**config.mk**
```make
export PLATFORM = sky130hd
export DESIGN_NAME = rtc_timer_writer
export DESIGN_NICKNAME = d
export VERILOG_FILES = /design/src/rtl/rtc_timer_writer.sv
export SDC_FILE = /design/constraint.sdc
export NUM_CORES = 1
export LEC_CHECK = 0
export CORE_ASPECT_RATIO = 1.4
export CORE_MARGIN = 3
export CORE_UTILIZATION = 30
export DETAILED_ROUTE_END_ITERATION = 7
export PLACE_DENSITY = 0.6
export SLEW_MARGIN = 20
export SYNTH_ARGS = -nofsm -noshare
export SYNTH_HDL_FRONTEND = slang
export SYNTH_SLANG_ARGS = --single-unit
```
**constraint.sdc**
```tcl
create_clock -name clk -period 5 [get_ports clk]
set_input_delay 1 -clock clk [delete_from_list [all_inputs] [get_ports clk]]
set_output_delay 1 -clock clk [all_outputs]
set_load 0.01 [all_outputs]
```
**src/rtl/rtc_timer_writer.sv**
```systemverilog
// Write-side sequencer for the RTC timer registers: latches seconds/minutes/hours
// and writes each byte over the multiplexed address/data bus with timed strobes.
module rtc_timer_writer #(
  parameter int unsigned T_SETUP   = 2,
  parameter int unsigned T_STROBE  = 4,
  parameter int unsigned T_HOLD    = 2,
  parameter int unsigned T_GAP     = 4,
  parameter logic [7:0]  BASE_ADDR = 8'h41
) (
  input  logic       clk,
  input  logic       reset,
  input  logic       start,
  input  logic [7:0] in_seg,
  input  logic [7:0] in_min,
  input  logic [7:0] in_hora,
  output logic [7:0] out_ad,
  output logic       ad_oe,
  output logic       cs_n,
  output logic       a_d,
  output logic       wr_n,
  output logic       rd_n,
  output logic       busy,
  output logic       done
);

  localparam int unsigned MAX_SH  = (T_SETUP > T_HOLD) ? T_SETUP : T_HOLD;
  localparam int unsigned MAX_SG  = (T_STROBE > T_GAP) ? T_STROBE : T_GAP;
  localparam int unsigned CNT_MAX = (MAX_SH > MAX_SG) ? MAX_SH : MAX_SG;
  localparam int unsigned CW      = (CNT_MAX > 1) ? $clog2(CNT_MAX) : 1;

  typedef enum logic [3:0] {
    S_IDLE,
    S_ADDR_SETUP,
    S_ADDR_STROBE,
    S_ADDR_HOLD,
    S_DATA_SETUP,
    S_DATA_STROBE,
    S_DATA_HOLD,
    S_GAP,
    S_DONE
  } state_t;

  state_t          state, state_d;
  logic [CW-1:0]   cnt, cnt_d;
  logic [1:0]      byte_idx, byte_idx_d;
  logic            capture;
  logic [7:0]      lat_seg, lat_min, lat_hora;
  logic            in_phase, in_strobe, in_data;
  logic [7:0]      data_byte, bus_val;

  // Phase counter reload value for the state being entered
  function automatic logic [CW-1:0] load_val(input state_t s);
    logic [CW-1:0] v;
    v = '0;
    case (s)
      S_ADDR_SETUP, S_DATA_SETUP:   v = CW'(T_SETUP - 1);
      S_ADDR_STROBE, S_DATA_STROBE: v = CW'(T_STROBE - 1);
      S_ADDR_HOLD, S_DATA_HOLD:     v = CW'(T_HOLD - 1);
      S_GAP:                        v = CW'(T_GAP - 1);
      default:                      v = '0;
    endcase
    return v;
  endfunction

  always_ff @(posedge clk) begin
    if (reset) begin
      state    <= S_IDLE;
      cnt      <= '0;
      byte_idx <= '0;
      lat_seg  <= '0;
      lat_min  <= '0;
      lat_hora <= '0;
    end else begin
      state    <= state_d;
      cnt      <= cnt_d;
      byte_idx <= byte_idx_d;
      if (capture) begin
        lat_seg  <= in_seg;
        lat_min  <= in_min;
        lat_hora <= in_hora;
      end
    end
  end

  always_comb begin
    state_d    = state;
    cnt_d      = cnt;
    byte_idx_d = byte_idx;
    capture    = 1'b0;
    case (state)
      S_IDLE: begin
        if (start) begin
          state_d    = S_ADDR_SETUP;
          byte_idx_d = '0;
          capture    = 1'b1;
        end
      end
      S_DONE: state_d = S_IDLE;
      default: begin
        if (cnt != '0) begin
          cnt_d = cnt - CW'(1);
        end else begin
          case (state)
            S_ADDR_SETUP:  state_d = S_ADDR_STROBE;
            S_ADDR_STROBE: state_d = S_ADDR_HOLD;
            S_ADDR_HOLD:   state_d = S_DATA_SETUP;
            S_DATA_SETUP:  state_d = S_DATA_STROBE;
            S_DATA_STROBE: state_d = S_DATA_HOLD;
            S_DATA_HOLD:   state_d = (byte_idx < 2'd2) ? S_GAP : S_DONE;
            S_GAP: begin
              state_d    = S_ADDR_SETUP;
              byte_idx_d = byte_idx + 2'd1;
            end
            default:       state_d = S_IDLE;
          endcase
        end
      end
    endcase
    if (state_d != state) cnt_d = load_val(state_d);
  end

  always_comb begin
    in_phase  = state inside {S_ADDR_SETUP, S_ADDR_STROBE, S_ADDR_HOLD,
                              S_DATA_SETUP, S_DATA_STROBE, S_DATA_HOLD};
    in_strobe = (state == S_ADDR_STROBE) || (state == S_DATA_STROBE);
    in_data   = state inside {S_DATA_SETUP, S_DATA_STROBE, S_DATA_HOLD};
    case (byte_idx)
      2'd0:    data_byte = lat_seg;
      2'd1:    data_byte = lat_min;
      default: data_byte = lat_hora;
    endcase
    bus_val = in_data ? data_byte : BASE_ADDR + {6'd0, byte_idx};
  end

  // Pin outputs are registered from state; bus value and phase hold outside phases
  always_ff @(posedge clk) begin
    if (reset) begin
      out_ad <= '0;
      ad_oe  <= 1'b0;
      cs_n   <= 1'b1;
      a_d    <= 1'b0;
      wr_n   <= 1'b1;
      busy   <= 1'b0;
      done   <= 1'b0;
    end else begin
      ad_oe <= in_phase;
      cs_n  <= ~in_phase;
      wr_n  <= ~in_strobe;
      busy  <= (state != S_IDLE);
      done  <= (state == S_DONE);
      if (in_phase) begin
        out_ad <= bus_val;
        a_d    <= in_data;
      end
    end
  end

  assign rd_n = 1'b1;

endmodule
```
==> run_results.csv, run 1 <==
group,metric,value,unit
layout,antennaDiodeCount,0,
detailed_routing,vias_per_cell,4.66,
detailed_routing,dr.pass1.iters,4,
yosys,synth_adder_area_share,2.41,%
timing,period_share,48.5,%
yosys,synth_cell_types,41,
clocking,clockRootBuffer,"clkbuf_8",
yosys,synth_top_family_by_area,"compound AO/OA/AOI/OAI gates",
die,rows,35,
clocking,clock_sinks,46,
global_routing,overflow,0,
die,core,0.00666,mm2
clocking,cts.path.max_buffers,2,
power_and_ir_drop,vdd_drop_max,0.169,mV
yosys,synth_top_area_share,44.4,%
die,die_w,76.3,um
yosys,synth_cells,262,
critical_path,cp-start-kind,"input port",
global_routing,grt_pass1_wl,7600,um
global_routing,grt_max_degree,46,
yosys,syn_nets,293,
power_and_ir_drop,power,1110,uW
detailed_routing,vias,1781,
clocking,htreeDepth,2,
power_and_ir_drop,p_leak,0.000944,uW
detailed_routing,drc_errors,0,
yosys,yosys-top-cells-area,"dfxtp_1 (44%), a21oi_1 (11%), nand2_1 (11%)",
yosys,synthMostInstantiatedCell,"nand2_1",
clocking,clk_pin_slew,80,ps
global_routing,antenna_found_initial,0,
detailed_routing,drtAntennaViolNets,0,
layout,fin_nets,320,
run,drv_cap,0,
yosys,synth_mux_area_share,0.483,%
timing,hold_viol_final,0,
layout,area_growth,23.4,%
yosys,synth-seq-area-share,44.4,%
yosys,ys_top_cells_by_count,"nand2_1 (59), a21oi_1 (46), dfxtp_1 (46)",
critical_path,cp_data_arrival_time,2590,ps
global_routing,grt_usage,11.5,%
yosys,synth-xor-area-share,0.845,%
die,pin_count,42,
critical_path,crit_type,"input port to flop",
yosys,async_flop_share,0,%
yosys,synth_top_area_cell,"dfxtp_1",
layout,num-fill-cells,751,
yosys,synthSimpleGateAreaFrac,21.1,%
critical_path,crit_required,5170,ps
status,status,"completed",
clocking,cts_made_buffers,5,
place,place.gp.congestion,0.755,
timing,rsz0062_at_grt,"no",
clocking,postCtsSetupBuffers,0,
yosys,synth_compound_area_share,22.5,%
hold_path,hp-class,"flop to flop",
die,fp.dieArea,0.00796,mm2
yosys,yosysWarnings,0,
die,die_y,104,um
yosys,synth_area,0.00207,mm2
timing,worst_pin_slew,905,ps
detailed_routing,drt_iter0_drc,165,
yosys,synthFlopType,"dfxtp_1",
clocking,worstSkewPairLatency,290,ps
timing,slew_headroom,39.7,%
clocking,ctsResizeCount,0,
global_routing,grt_pass1_vias,1631,
detailed_routing,wirelength,4550,um
power_and_ir_drop,p_per_area,434,mW/mm2
yosys,synth_edf_count,0,
critical_path,critPathCaptureType,"flop",
die,initial_core_util,31.1,%
timing,slew_violations,0,
timing,finalSetupTns,0,ps
critical_path,crit_fanout,25,
yosys,ys_seq_elements,46,
yosys,synth.avg_cell_area,7.91,um2
layout,layout-drive-gt1-share,4.14,%
clocking,cts-hold-fix-buffers,0,
timing,max_clock_freq,412,MHz
timing,setup_violations,0,
place,port_buffers,40,
timing,finalCriticalPeriod,2420,ps
clocking,cts_tree,"built",
timing,skew,3.62,ps
place,hpwl,3220,um
detailed_routing,wl_per_cell,11.9,um
cell type report:
type	instances	area (um2)	area share [%]
Multi-Input combinational cell	186	985	38.5
Sequential cell	46	921	36.0
Timing Repair Buffer	41	408	15.9
Inverter	9	33.8	1.32
Clock buffer	6	82.6	3.23
Tap cell	92	115	4.50
Clock inverter	2	12.5	0.489
report_power, final:
| part | internal, uW | leakage [uW] | switching, uW |
|---|---|---|---|
| Sequential | 437 | 0.000376 | 57.1 |
| Clock | 111 | 0.0000472 | 121 |
| Combinational | 166 | 0.000520 | 218 |
path summary, 6_finish.rpt:
| path | startpoint | endpoint | slack (ps) | cells after the start |
|---|---|---|---|---|
| hold / removal | lat_seg[2] | lat_seg[2] | 460 | 2 |
| setup / recovery | start | byte_idx[1] | 2580 | 5 |
| hold reg to reg | lat_seg[2] | lat_seg[2] | 460 | 2 |
| setup reg to reg | state[2] | byte_idx[1] | 2770 | 5 |
cell usage in the layout, fill, tap and decap left out, drive strengths merged, types with 2 or more instances in the layout:
cell / count
o31ai: 2
a211o: 3
nand2: 59
inv: 9
nor3: 3
xnor2: 2
o22ai: 2
a22oi: 6
clkdlybuf4s50: 40
nor2: 19
and3: 3
or3: 3
nor2b: 5
ha: 4
a21oi: 46
a221oi: 2
dfxtp: 46
o21ai: 5
clkbuf: 6
a22o: 4
nand2b: 3
flip-flops by register name, indices dropped and copies added, names as in the netlist:
name,flops
done,1
wr_n,1
lat_hora,8
busy,1
out_ad,8
a_d,1
lat_min,8
state,4
ad_oe,1
lat_seg,8
cnt,2
cs_n,1
byte_idx,2
worst max-delay path, stage by stage:
cell and delay (ps):
clkdlybuf4s50_1 550, and2_1 750, nor2_1 80, mux2i_1 160, nor2_1 50
cells by family after synthesis:
kind of cell,Yosys count
flops,46
fa+ha+maj,4
mux,1
compound gates,77
buf+inv,30
other cells,1
simple gates,101
xor+xnor,2
through the flow:
step | cells | hold slack, ps | worst slack (ps) | cell area [um2] | utilization [%]
2_1_floorplan | 262 | 436 | 3120 | 2070 | -
3_3_place_gp | 374 | 444 | 2250 | 2460 | 37.0
3_5_place_dp | 374 | 448 | 2270 | 2460 | 37.0
4_1_cts | 382 | 461 | 2580 | 2560 | 38.4
5_1_grt | 382 | 479 | 2430 | 2560 | 38.4
6_report | 382 | 457 | 2580 | 2560 | 38.4
metal layers:
metal	part of all wire [%]	routed length [um]	vias to the layer above	GRT usage, %
met2	52	2350	32	20.6
met4	0.90	41	0	3.50
li1	-	-	936	-
met5	0	0	-	0
met1	44	1990	809	13.7
met3	3.6	164	4	2.51
No activity file was read; power rests on OpenSTA's default activity.
==> inputs of run 2 (changes only) <==
==> constraint.sdc (replaced) <==
create_clock -name clk -period 2.4 [get_ports clk]
set_input_delay 0.48 -clock clk [delete_from_list [all_inputs] [get_ports clk]]
set_output_delay 0.48 -clock clk [all_outputs]
set_load 0.01 [all_outputs]
==> run_results.csv, run 2 (same netlist as run 1, synthesis figures left out) <==
group,metric,value,unit
critical_path,crit_type,"flop to flop",
clocking,cts.path.max_buffers,2,
detailed_routing,drtAntennaViolNets,0,
critical_path,crit_fanout,18,
run,drv_cap,0,
clocking,postCtsSetupBuffers,0,
timing,finalSetupTns,0,ps
timing,rsz0062_at_grt,"no",
timing,slew_violations,0,
timing,setup_violations,0,
clocking,cts-hold-fix-buffers,0,
detailed_routing,drc_errors,0,
power_and_ir_drop,vdd_drop_max,0.380,mV
hold_path,hp-class,"flop to flop",
place,place.gp.congestion,0.763,
critical_path,critPathCaptureType,"flop",
timing,worst_pin_slew,530,ps
detailed_routing,dr.pass1.iters,4,
critical_path,rrSetupSlack,480,ps
critical_path,cp_data_arrival_time,2150,ps
global_routing,grt_pass1_wl,7800,um
layout,final_cell_mix,"nand2_1 (59), a21oi_1 (46), dfxtp_1 (46)",
global_routing,grt_max_degree,26,
layout,fin_area,0.00261,mm2
layout,utilization,39.2,%
status,status,"completed",
critical_path,critical-path-max-stage-delay,500,ps
power_and_ir_drop,p_leak,0.000978,uW
die,die_y,104,um
die,initial_core_util,31.1,%
clocking,ctsResizeCount,0,
timing,slew_headroom,64.6,%
layout,layout.cells.non_filler,387,
clocking,clock_sinks,46,
layout,fin_nets,325,
layout,layout-drive-gt1-share,5.76,%
global_routing,antenna_found_initial,0,
critical_path,cp_slowest_cell,"nor4_1",
clocking,cts_tree,"built",
clocking,worstSkewPairLatency,290,ps
critical_path,cp.buffers_inverters,1,
detailed_routing,drt_iter0_drc,100,
die,die_w,76.3,um
power_and_ir_drop,p_per_area,926,mW/mm2
detailed_routing,wl_per_cell,12.0,um
global_routing,grt_pass1_vias,1686,
detailed_routing,vias,1826,
clocking,htreeDepth,2,
die,rows,35,
layout,area_growth,25.8,%
critical_path,critPathTopFamily,"simple AND/OR/NAND/NOR gates",
layout,final_common_cell,"nand2_1",
timing,max_clock_freq,521,MHz
global_routing,overflow,0,
detailed_routing,wirelength,4640,um
die,core,0.00666,mm2
timing,hold_viol_final,0,
timing,period_share,80.0,%
timing,finalCriticalPeriod,1920,ps
critical_path,cp_cell_sequence,"nor4_1 -> and2_1 -> buf_4 -> nand2_1 -> a21oi_1",
layout,antennaDiodeCount,0,
place,hpwl,3340,um
critical_path,crit_required,2630,ps
detailed_routing,vias_per_cell,4.72,
clocking,clockRootBuffer,"clkbuf_8",
die,fp.dieArea,0.00796,mm2
layout,num-fill-cells,745,
clocking,clk_pin_slew,90,ps
timing,skew,6.85,ps
place,place_area,0.00250,mm2
place,port_buffers,40,
global_routing,grt_usage,11.8,%
place,dp.cells,379,
power_and_ir_drop,power,2420,uW
critical_path,cp-start-kind,"flop",
die,pin_count,42,
clocking,cts_made_buffers,5,
## run 2: cell types whose count changed in the layout (fill, tap and decap cells not counted), sizes merged
| cell | previous run | this run |
|---|---|---|
| clkbuf | 6 | 5 |
| clkinvlp | 1 | 0 |
| clkinv | 1 | 2 |
| bufinv | 0 | 1 |
| buf | 1 | 6 |
## run 2: layer usage
layer / global-route usage, % / up-vias / routed length (um)
met1: 14.0 / 827 / 1950
met2: 20.9 / 42 / 2440
met3: 2.69 / 6 / 193
met4: 3.76 / 0 / 53
met5: 0 / - / 0
li1: - / 951 / -
## run 2: final cells by class
cell class | instances | area [um2] | area share [%]
well taps | 92 | 115 | 4.41
multi-input cells | 186 | 985 | 37.7
repair buffers | 46 | 445 | 17.1
clock buffers | 5 | 68.8 | 2.64
clock inverters | 3 | 40.0 | 1.53
flip-flops and latches | 46 | 921 | 35.3
inverters | 9 | 33.8 | 1.29
## run 2: per-stage QoR
stage          hold WS [ps]  setup WS, ps
2_1_floorplan           436           725
4_1_cts                 459           455
6_report                458           479
5_1_grt                 468           282
3_5_place_dp            447           368
3_3_place_gp            443           431
## run 2: power by group
part | switching (uW) | internal, uW | total, uW | leakage (uW)
Clock | 257 | 307 | 564 | 0.0000579
Combinational | 456 | 365 | 821 | 0.000544
Sequential | 121 | 911 | 1030 | 0.000376
Total | 834 | 1580 | 2420 | 0.000978
## run 2: final timing paths
check              startpoint     endpoint  cells past startpoint
setup / recovery     state[2]   lat_seg[4]                      5
hold / removal    lat_hora[3]  lat_hora[3]                      2
setup reg to reg     state[2]   lat_seg[4]                      5
hold reg to reg   lat_hora[3]  lat_hora[3]                      2
## run 2: tightest hold or removal path: cells and delay by family (launching register included)
family,cells,cell delay [ps]
compound gates,1,50
flops,1,320
simple gates,1,50
